**src/rtl/mem_arb_pkg.sv**
```systemverilog
// Shared types and width helpers for the memory port B arbiter and its
// round-robin picker.
package mem_arb_pkg;

    typedef enum logic {
        OPEN   = 1'b0,
        LOCKED = 1'b1
    } arb_state_e;

    // Pointer width: clog2 of the requester count, at least one bit.
    function automatic int ptr_width(input int num_req);
        return (num_req > 1) ? $clog2(num_req) : 1;
    endfunction

    // Lock counter width: wide enough to hold MAX_LOCK itself.
    function automatic int cnt_width(input int max_lock);
        return $clog2(max_lock + 1);
    endfunction

endpackage

```
**src/rtl/rr_priority_picker.sv**
```systemverilog
// Combinational round-robin picker: one-hot grant to the first requester at
// or after the pointer, wrapping modulo N, plus the winner index.
module rr_priority_picker
    import mem_arb_pkg::*;
#(
    parameter int N  = 3,
    parameter int PW = ptr_width(N)
) (
    input  logic [N-1:0]  req_i,
    input  logic [PW-1:0] ptr_i,
    output logic [N-1:0]  gnt_o,
    output logic [PW-1:0] idx_o,
    output logic          valid_o
);

    int cand;

    always_comb begin
        gnt_o   = '0;
        idx_o   = '0;
        valid_o = 1'b0;
        cand    = 0;
        for (int k = 0; k < N; k++) begin
            cand = int'(ptr_i) + k;
            if (cand >= N) begin
                cand = cand - N;
            end
            if (!valid_o && req_i[cand]) begin
                valid_o     = 1'b1;
                gnt_o[cand] = 1'b1;
                idx_o       = PW'(cand);
            end
        end
    end

endmodule

```
**src/rtl/mem_port_arbiter.sv**
```systemverilog
// Round-robin arbiter sharing memory port B among NUM_REQ masters, with a
// bounded lock for atomic read-modify-write and a 2-cycle read pipeline.
module mem_port_arbiter
    import mem_arb_pkg::*;
#(
    parameter int NUM_REQ    = 3,
    parameter int ADDR_WIDTH = 16,
    parameter int DATA_WIDTH = 16,
    parameter int MAX_LOCK   = 8
) (
    input  logic                          clock,
    input  logic                          reset_n,
    input  logic [NUM_REQ-1:0]            req,
    input  logic [NUM_REQ-1:0]            lock,
    input  logic [NUM_REQ-1:0]            we,
    input  logic [NUM_REQ*ADDR_WIDTH-1:0] addr,
    input  logic [NUM_REQ*DATA_WIDTH-1:0] wdata,
    output logic [NUM_REQ-1:0]            gnt,
    output logic [NUM_REQ-1:0]            rvalid,
    output logic [DATA_WIDTH-1:0]         rdata,
    output logic [ADDR_WIDTH-1:0]         mem_address,
    output logic [DATA_WIDTH-1:0]         mem_write_data,
    output logic                          mem_write_enable,
    input  logic [DATA_WIDTH-1:0]         mem_read_data
);

    localparam int PTR_W = ptr_width(NUM_REQ);
    localparam int CNT_W = cnt_width(MAX_LOCK);
    localparam logic [CNT_W-1:0] CNT_MAX  = CNT_W'(MAX_LOCK);
    localparam logic [PTR_W-1:0] PTR_LAST = PTR_W'(NUM_REQ - 1);

    arb_state_e             state_q, state_d;
    logic [PTR_W-1:0]       ptr_q, ptr_d;
    logic [PTR_W-1:0]       owner_q, owner_d;
    logic [CNT_W-1:0]       cnt_q, cnt_d;
    logic [ADDR_WIDTH-1:0]  mem_addr_q;
    logic [DATA_WIDTH-1:0]  mem_wdata_q;
    logic                   mem_we_q;
    logic                   rd_pend_q;
    logic [PTR_W-1:0]       rd_owner_q;
    logic [DATA_WIDTH-1:0]  rdata_q;
    logic [NUM_REQ-1:0]     rvalid_q;

    logic [ADDR_WIDTH-1:0]  addr_arr  [NUM_REQ];
    logic [DATA_WIDTH-1:0]  wdata_arr [NUM_REQ];

    for (genvar gi = 0; gi < NUM_REQ; gi++) begin : g_slice
        assign addr_arr[gi]  = addr[gi*ADDR_WIDTH +: ADDR_WIDTH];
        assign wdata_arr[gi] = wdata[gi*DATA_WIDTH +: DATA_WIDTH];
    end

    // While locked, only the owner is visible to the picker.
    logic [NUM_REQ-1:0] req_eff;
    logic [PTR_W-1:0]   pick_ptr;
    logic [NUM_REQ-1:0] pick_gnt;
    logic [PTR_W-1:0]   win;
    logic               pick_valid;
    logic               xfer;

    assign req_eff  = (state_q == LOCKED) ? (req & (NUM_REQ'(1) << owner_q)) : req;
    assign pick_ptr = (state_q == LOCKED) ? owner_q : ptr_q;

    rr_priority_picker #(
        .N  (NUM_REQ),
        .PW (PTR_W)
    ) u_picker (
        .req_i   (req_eff),
        .ptr_i   (pick_ptr),
        .gnt_o   (pick_gnt),
        .idx_o   (win),
        .valid_o (pick_valid)
    );

    assign gnt  = reset_n ? pick_gnt : '0;
    assign xfer = reset_n & pick_valid;

    always_comb begin
        state_d = state_q;
        ptr_d   = ptr_q;
        owner_d = owner_q;
        cnt_d   = cnt_q;
        case (state_q)
            OPEN: begin
                if (xfer) begin
                    ptr_d = (win == PTR_LAST) ? '0 : win + 1'b1;
                    if (lock[win]) begin
                        state_d = LOCKED;
                        owner_d = win;
                        cnt_d   = CNT_W'(1);
                    end
                end
            end
            LOCKED: begin
                cnt_d = (cnt_q == CNT_MAX) ? CNT_MAX : cnt_q + 1'b1;
                // Forced release still accepts an owner transfer this cycle.
                if ((xfer && !lock[owner_q]) || (cnt_q == CNT_MAX)) begin
                    state_d = OPEN;
                    ptr_d   = (owner_q == PTR_LAST) ? '0 : owner_q + 1'b1;
                    cnt_d   = '0;
                end
            end
            default: begin
                state_d = OPEN;
            end
        endcase
    end

    always_ff @(posedge clock or negedge reset_n) begin
        if (!reset_n) begin
            state_q     <= OPEN;
            ptr_q       <= '0;
            owner_q     <= '0;
            cnt_q       <= '0;
            mem_addr_q  <= '0;
            mem_wdata_q <= '0;
            mem_we_q    <= 1'b0;
            rd_pend_q   <= 1'b0;
            rd_owner_q  <= '0;
            rdata_q     <= '0;
            rvalid_q    <= '0;
        end else begin
            state_q   <= state_d;
            ptr_q     <= ptr_d;
            owner_q   <= owner_d;
            cnt_q     <= cnt_d;
            mem_we_q  <= xfer & we[win];
            rd_pend_q <= xfer & ~we[win];
            if (xfer) begin
                mem_addr_q  <= addr_arr[win];
                mem_wdata_q <= wdata_arr[win];
                rd_owner_q  <= win;
            end
            // Memory read data settles at the falling edge of the issue cycle.
            if (rd_pend_q) begin
                rdata_q <= mem_read_data;
            end
            rvalid_q <= rd_pend_q ? (NUM_REQ'(1) << rd_owner_q) : '0;
        end
    end

    assign mem_address      = mem_addr_q;
    assign mem_write_data   = mem_wdata_q;
    assign mem_write_enable = mem_we_q;
    assign rdata            = rdata_q;
    assign rvalid           = rvalid_q;

endmodule

```
**config.mk**
```make
export PLATFORM = sky130hd
export DESIGN_NAME = mem_port_arbiter
export DESIGN_NICKNAME = d
export VERILOG_FILES = /design/src/rtl/mem_arb_pkg.sv /design/src/rtl/rr_priority_picker.sv /design/src/rtl/mem_port_arbiter.sv
export SDC_FILE = /design/constraint.sdc
export NUM_CORES = 1
export LEC_CHECK = 0
export CORE_MARGIN = 2
export CORE_UTILIZATION = 55
export CTS_BUF_LIST = sky130_fd_sc_hd__clkbuf_2 sky130_fd_sc_hd__clkbuf_4 sky130_fd_sc_hd__clkbuf_8
export CTS_CLUSTER_SIZE = 30
export DETAILED_ROUTE_END_ITERATION = 12
export DONT_BUFFER_PORTS = 1
export HOLD_SLACK_MARGIN = 0.03
export PLACE_DENSITY_LB_ADDON = 0.15
export SYNTH_ARGS = -nofsm -noshare
export SYNTH_HDL_FRONTEND = slang
export SYNTH_SLANG_ARGS = --single-unit
export TNS_END_PERCENT = 1
```
**constraint.sdc**
```tcl
create_clock -name clock -period 8.6 [get_ports clock]
set_clock_uncertainty 0.2 [all_clocks]
set_input_delay 1.72 -clock clock [delete_from_list [all_inputs] [get_ports clock]]
set_output_delay 1.72 -clock clock [all_outputs]
set_load 0.05 [all_outputs]
```
==> impl_metrics.ini, run 1 <==
[status]
status = finished clean

[global_routing]
grt_pass1_wl_mm = 13.5
antenna_found_initial = 0
grt_pass1_vias = 2761
grtUsageTotal_pct = 24.5
gr-total-overflow = 0
grt_max_degree = 74

[clocking]
numCtsBuffers = 9
htreeDepth = 3
cts_resized = 0
cts-root-buf = clkbuf_8
holdBufCountCts = 0
clk_latency_ns = 0.33
cts_tree = built
cts.clk_slew.worst_paths_ns = 0.08
cts_buffer_depth = 2
clock-sinks = 64
cts_setup_buffers = 0

[critical_path]
reg2reg_depth = 10
worstPathArrival_ns = 3.57
crit_type = reg -> out
cp-start-kind = flop
cp-end-kind = primary output
crit_fanout = 15
worstReg2RegStart = state_q$_DFF_PN0_
r2r-end = owner_q[1]$_DFFE_PN0P_
r2r_slack_ns = 4.62
worstPathRequired_ns = 6.68

[detailed_routing]
routed_wl_mm = 8.22
vias = 2716
drt-vias-per-instance = 6.51
ant_nets = 0
drt_pass1_iterations = 5
drtIter0Drc = 231
wl_per_cell_um = 19.7
drc = 0

[timing]
worst_pin_slew_ns = 0.946
finalSetupViolCount = 0
fmax_mhz = 182
fin_crit_sh_pct = 63.8
final.min_clock_period_ns = 5.49
slew-limit-headroom_pct = 36.8
hold_viol_final = 0
rsz0062_at_grt = false
setup_tns_ns = 0
drv_slew = 0

[logic_synthesis]
syn_inst = 349
syn-cell-area_sq_um = 3440
ys_seq_elements = 64
ys_warn_count = 0
async_reset_ff_share_pct = 100
synth_edf_count = 0
synth_nets = 478
synth_top_flop_cell = dfrtp_1
synth_cell_types = 53
synth.avg_cell_area_sq_um = 9.86
ys_seq_area_share_pct = 46.5

[power_and_ir_drop]
p_per_area_nw_per_um2 = 548
power_mw = 2.01
p_leak_nw = 1.60
ir_worst_vdd_mv = 0.294

[die]
coreArea_sq_um = 5990
die_area_sq_um = 6900
core.rowCount = 28
die_w_um = 83.1
io_pins = 178
die_h_um = 83.1
start_util_pct = 57.4

[placed_design]
routabilityCongestion = 0.884
dp_cells = 401
place_area_sq_um = 3440
port_buffers = 0
dp_hpwl_mm = 5.84

[layout]
final_area_sq_um = 3670
utilization_pct = 61.3
drive_above_1_share_pct = 14.6
syn2layout_area_growth_pct = 6.76
nFillCells = 512
final_nets = 466
num_antenna_cells = 0
fin_cells = 417

[worst_hold_path]
hold_depth = 1
hp-class = reg -> reg
hp-start = rd_owner_q[1]$_DFFE_PN0P_
holdPathEnd = rvalid[0]$_DFF_PN0_

[job]
drv_cap = 0
-- cells by family after synthesis --
logic type,after synthesis,share of synthesized area [%]
multiplexers,24,7.96
flip-flops,64,46.5
buffers and inverters,36,4.62
AO/OA/AOI/OAI,137,26.5
adder cells (fa/ha/maj),6,2.18
AND/OR/NAND/NOR,82,12.2
-- worst max path at each step --
stage / startpoint / to / slack [ns] / depth (start not counted)
detailed placement: req[0] / gnt[0] / 3.33 / 6
global route: state_q$_DFF_PN0_ / gnt[0] / 2.82 / 9
global placement: req[0] / gnt[0] / 3.40 / 6
finish: state_q$_DFF_PN0_ / gnt[0] / 3.11 / 9
CTS: state_q$_DFF_PN0_ / gnt[0] / 3.17 / 9
floorplan: req[0] / gnt[0] / 3.53 / 6
-- critical path, cell delays in order, from the launching register on --
cell	delay, ns
dfrtp_1	0.59
inv_2	0.22
a21boi_0	0.35
ha_1	0.40
inv_1	0.19
mux2i_1	0.18
o221ai_1	0.12
o21ai_0	0.28
a222oi_1	0.15
nor2b_1	0.76
-- cell usage after synthesis, types with 2 or more instances --
| master | n | share of area [%] |
|---|---|---|
| a21boi_0 | 3 | 0.65 |
| a21oi_1 | 36 | 5.2 |
| a222oi_1 | 3 | 0.87 |
| a22o_1 | 33 | 8.4 |
| a22oi_1 | 2 | 0.44 |
| a31o_1 | 2 | 0.51 |
| a31oi_1 | 2 | 0.36 |
| a32o_1 | 2 | 0.58 |
| and2b_1 | 2 | 0.44 |
| and3b_1 | 2 | 0.51 |
| buf_1 | 2 | 0.22 |
| buf_2 | 6 | 0.87 |
| buf_6 | 2 | 0.65 |
| clkbuf_1 | 16 | 1.7 |
| dfrtp_1 | 64 | 47 |
| ha_1 | 6 | 2.2 |
| inv_1 | 7 | 0.76 |
| inv_2 | 2 | 0.22 |
| mux2_2 | 19 | 6.2 |
| mux2_4 | 2 | 0.87 |
| mux2i_1 | 3 | 0.87 |
| nand2_1 | 41 | 4.5 |
| nand2b_1 | 3 | 0.55 |
| nand3_1 | 2 | 0.29 |
| nand3b_1 | 2 | 0.44 |
| nand4_1 | 4 | 0.73 |
| nor2_1 | 6 | 0.65 |
| nor2b_1 | 7 | 1.3 |
| nor3b_1 | 2 | 0.44 |
| o211ai_1 | 2 | 0.44 |
| o21a_1 | 2 | 0.44 |
| o21ai_0 | 27 | 3.9 |
| o21ai_1 | 12 | 1.7 |
| o21ai_2 | 2 | 0.51 |
| o31ai_1 | 2 | 0.44 |
| or3_1 | 2 | 0.36 |
-- metal layers --
layer	wire, um	track usage (%)
met5	0	0
met4	172	9.69
met3	802	9.94
met2	4050	39.2
met1	3200	29.5
-- area by class of cell --
type / count / area, sq um / area share, %
multi-input combinational: 249 / 1690 / 45.9
sequential: 64 / 1600 / 43.6
clock buffer: 9 / 124 / 3.37
timing repair buffer: 4 / 30.0 / 0.817
clock inverter: 7 / 105 / 2.86
inverter: 9 / 33.8 / 0.920
tap: 75 / 93.8 / 2.55
-- report_power, final --
group / internal [mW] / switching [mW] / leakage [nW]
Clock: 0.166 / 0.121 / 0.112
Combinational: 0.321 / 0.438 / 0.693
Sequential: 0.436 / 0.530 / 0.794
-- metrics by stage --
step	setup WS (ns)	hold slack (ns)
6_report	3.11	0.279
4_1_cts	3.17	0.277
3_3_place_gp	3.40	0.254
3_5_place_dp	3.33	0.265
5_1_grt	2.82	0.325
2_1_floorplan	3.53	0.231
-- cell usage in the layout (no fill, tap or decap), drive strengths merged, types with 3 or more instances in the layout --
cell	instances
dfrtp	64
nand2	41
o21ai	41
a21oi	36
a22o	33
mux2	21
inv	10
clkbuf	9
nor2b	7
ha	6
nor2	6
nand4	4
buf	4
a21boi	4
mux2i	3
a222oi	3
clkinv	3
nand2b	3
-- state kept, by name (all words and copies together), names as in the netlist --
signal,cells
rd_owner_q,2
cnt_q,4
mem_write_enable,1
rd_pend_q,1
ptr_q,2
rdata,16
rvalid,3
mem_address,16
owner_q,2
mem_write_data,16
state_q,1
(Power assumes the default switching activity.)
==> run 2: changes to the inputs <==
clock period = 5.38 ns   (was 8.6 ns; I/O delays follow)
==> impl_metrics.ini, run 2 (synthesized netlist as in run 1, its figures left out) <==
[timing]
rsz0062_at_grt = false
finalSetupViolCount = 0
slew-limit-headroom_pct = 38.3
final.min_clock_period_ns = 4.56
worst_pin_slew_ns = 0.923
hold_viol_final = 0
fmax_mhz = 219
drv_slew = 0
fin_crit_sh_pct = 84.7
setup_tns_ns = 0
setup_ws_ns = 0.823

[detailed_routing]
ant_nets = 0
vias = 2656
drc = 0
routed_wl_mm = 7.94
drt-vias-per-instance = 6.34
drtIter0Drc = 185
drt_pass1_iterations = 4
wl_per_cell_um = 18.9

[status]
status = finished clean

[layout]
layout_common_cells = dfrtp_1 (64), nand2_1 (41), a21oi_1 (36)
fin_cells = 419
final_nets = 468
num_antenna_cells = 0
multiInputGateArea_sq_um = 1690
syn2layout_area_growth_pct = 7.85
layout_commonest_cell = dfrtp_1
drive_above_1_share_pct = 15.1
seqCellArea_sq_um = 1600
nFillCells = 517
final_area_sq_um = 3710

[clocking]
cts.clk_slew.worst_paths_ns = 0.08
numCtsBuffers = 9
cts_setup_buffers = 0
cts-root-buf = clkbuf_8
cts_resized = 0
cts_buffer_depth = 2
clk_latency_ns = 0.34
clock-sinks = 64
cts_tree = built
holdBufCountCts = 0
htreeDepth = 3

[placed_design]
dp_cells = 403
routabilityCongestion = 0.846
pre_cts_ws_ns = 1.15
port_buffers = 0
place_area_sq_um = 3460
dp_hpwl_mm = 5.83

[die]
core.rowCount = 28
coreArea_sq_um = 5990
die_w_um = 83.1
die_h_um = 83.1
die_area_sq_um = 6900
start_util_pct = 57.4
io_pins = 178

[critical_path]
cp-end-kind = primary output
crit_chain = inv_2, a21boi_0, ha_1, nor4b_1, a32o_1, a22oi_1, nor2b_1
crit_type = reg -> out
critical_path_buf_inv_count = 1
worstPathArrival_ns = 3.28
worstPathRequired_ns = 4.10
crit_fanout = 15
cp-start-kind = flop
critPathSlowestCell = nor2b_1
critical_path.max_stage_delay_ns = 0.73
path_delay_family = simple AND/OR/NAND/NOR gates

[global_routing]
grt_pass1_wl_mm = 13.2
grtUsageTotal_pct = 23.8
antenna_found_initial = 0
gr-total-overflow = 0
grt_max_degree = 69
grt_pass1_vias = 2670

[job]
drv_cap = 0

[power_and_ir_drop]
ir_worst_vdd_mv = 0.436
p_leak_nw = 1.62
power_mw = 3.26
p_per_area_nw_per_um2 = 879

[worst_hold_path]
hp-class = in -> async
run 2: per-stage QoR:
step           hold slack [ns]  utilization [%]
2_1_floorplan            0.231                -
3_3_place_gp             0.252             57.7
3_5_place_dp             0.263             57.7
4_1_cts                  0.208             61.9
5_1_grt                  0.200             61.9
6_report                 0.229             61.9
run 2: metal layers:
layer,up-vias,global-route usage (%),part of all wire (%)
li1,1270,-,-
met1,1246,29.5,40
met2,123,37.2,48
met3,17,8.65,9.3
met4,0,10.9,3.0
met5,-,0,0
run 2: layout make-up:
| class | instances | area share (%) |
|---|---|---|
| multi-input combinational | 249 | 45.4 |
| sequential | 64 | 43.2 |
| clock inverter | 7 | 3.44 |
| clock buffer | 9 | 3.34 |
| tap | 75 | 2.53 |
| timing repair buffer | 6 | 1.21 |
| inverter | 9 | 0.910 |
run 2: report_power, final:
part,switching [mW],leakage [nW],internal (mW)
combinational,0.689,0.704,0.521
clock,0.199,0.126,0.314
sequential,0.842,0.794,0.697
total,1.73,1.62,1.53
run 2: worst register-to-register path, cell delays in order, from the launching register on:
cell and delay, ns:
dfrtp_1 0.55, inv_2 0.20, a21boi_0 0.38, ha_1 0.41, inv_1 0.18, o211ai_1 0.24
o2111a_1 0.69, a211oi_1 0.18, or4_4 0.56, mux2_4 0.31
run 2: path summary, 6_finish.rpt:
| check | start | to | slack (ns) | depth (start not counted) |
|---|---|---|---|---|
| setup reg to reg | state_q$_DFF_PN0_ | owner_q[1]$_DFFE_PN0P_ | 1.36 | 9 |
| max in group asynchronous | reset_n | cnt_q[3]$_DFFE_PN0P_ | 4.62 | 0 |
| setup / recovery | state_q$_DFF_PN0_ | gnt[1] | 0.82 | 7 |
| hold / removal | reset_n | rd_owner_q[0]$_DFFE_PN0P_ | 0.23 | 0 |
| min in group clock | rd_owner_q[1]$_DFFE_PN0P_ | rvalid[0]$_DFF_PN0_ | 0.27 | 1 |
| hold reg to reg | rd_owner_q[1]$_DFFE_PN0P_ | rvalid[0]$_DFF_PN0_ | 0.27 | 1 |
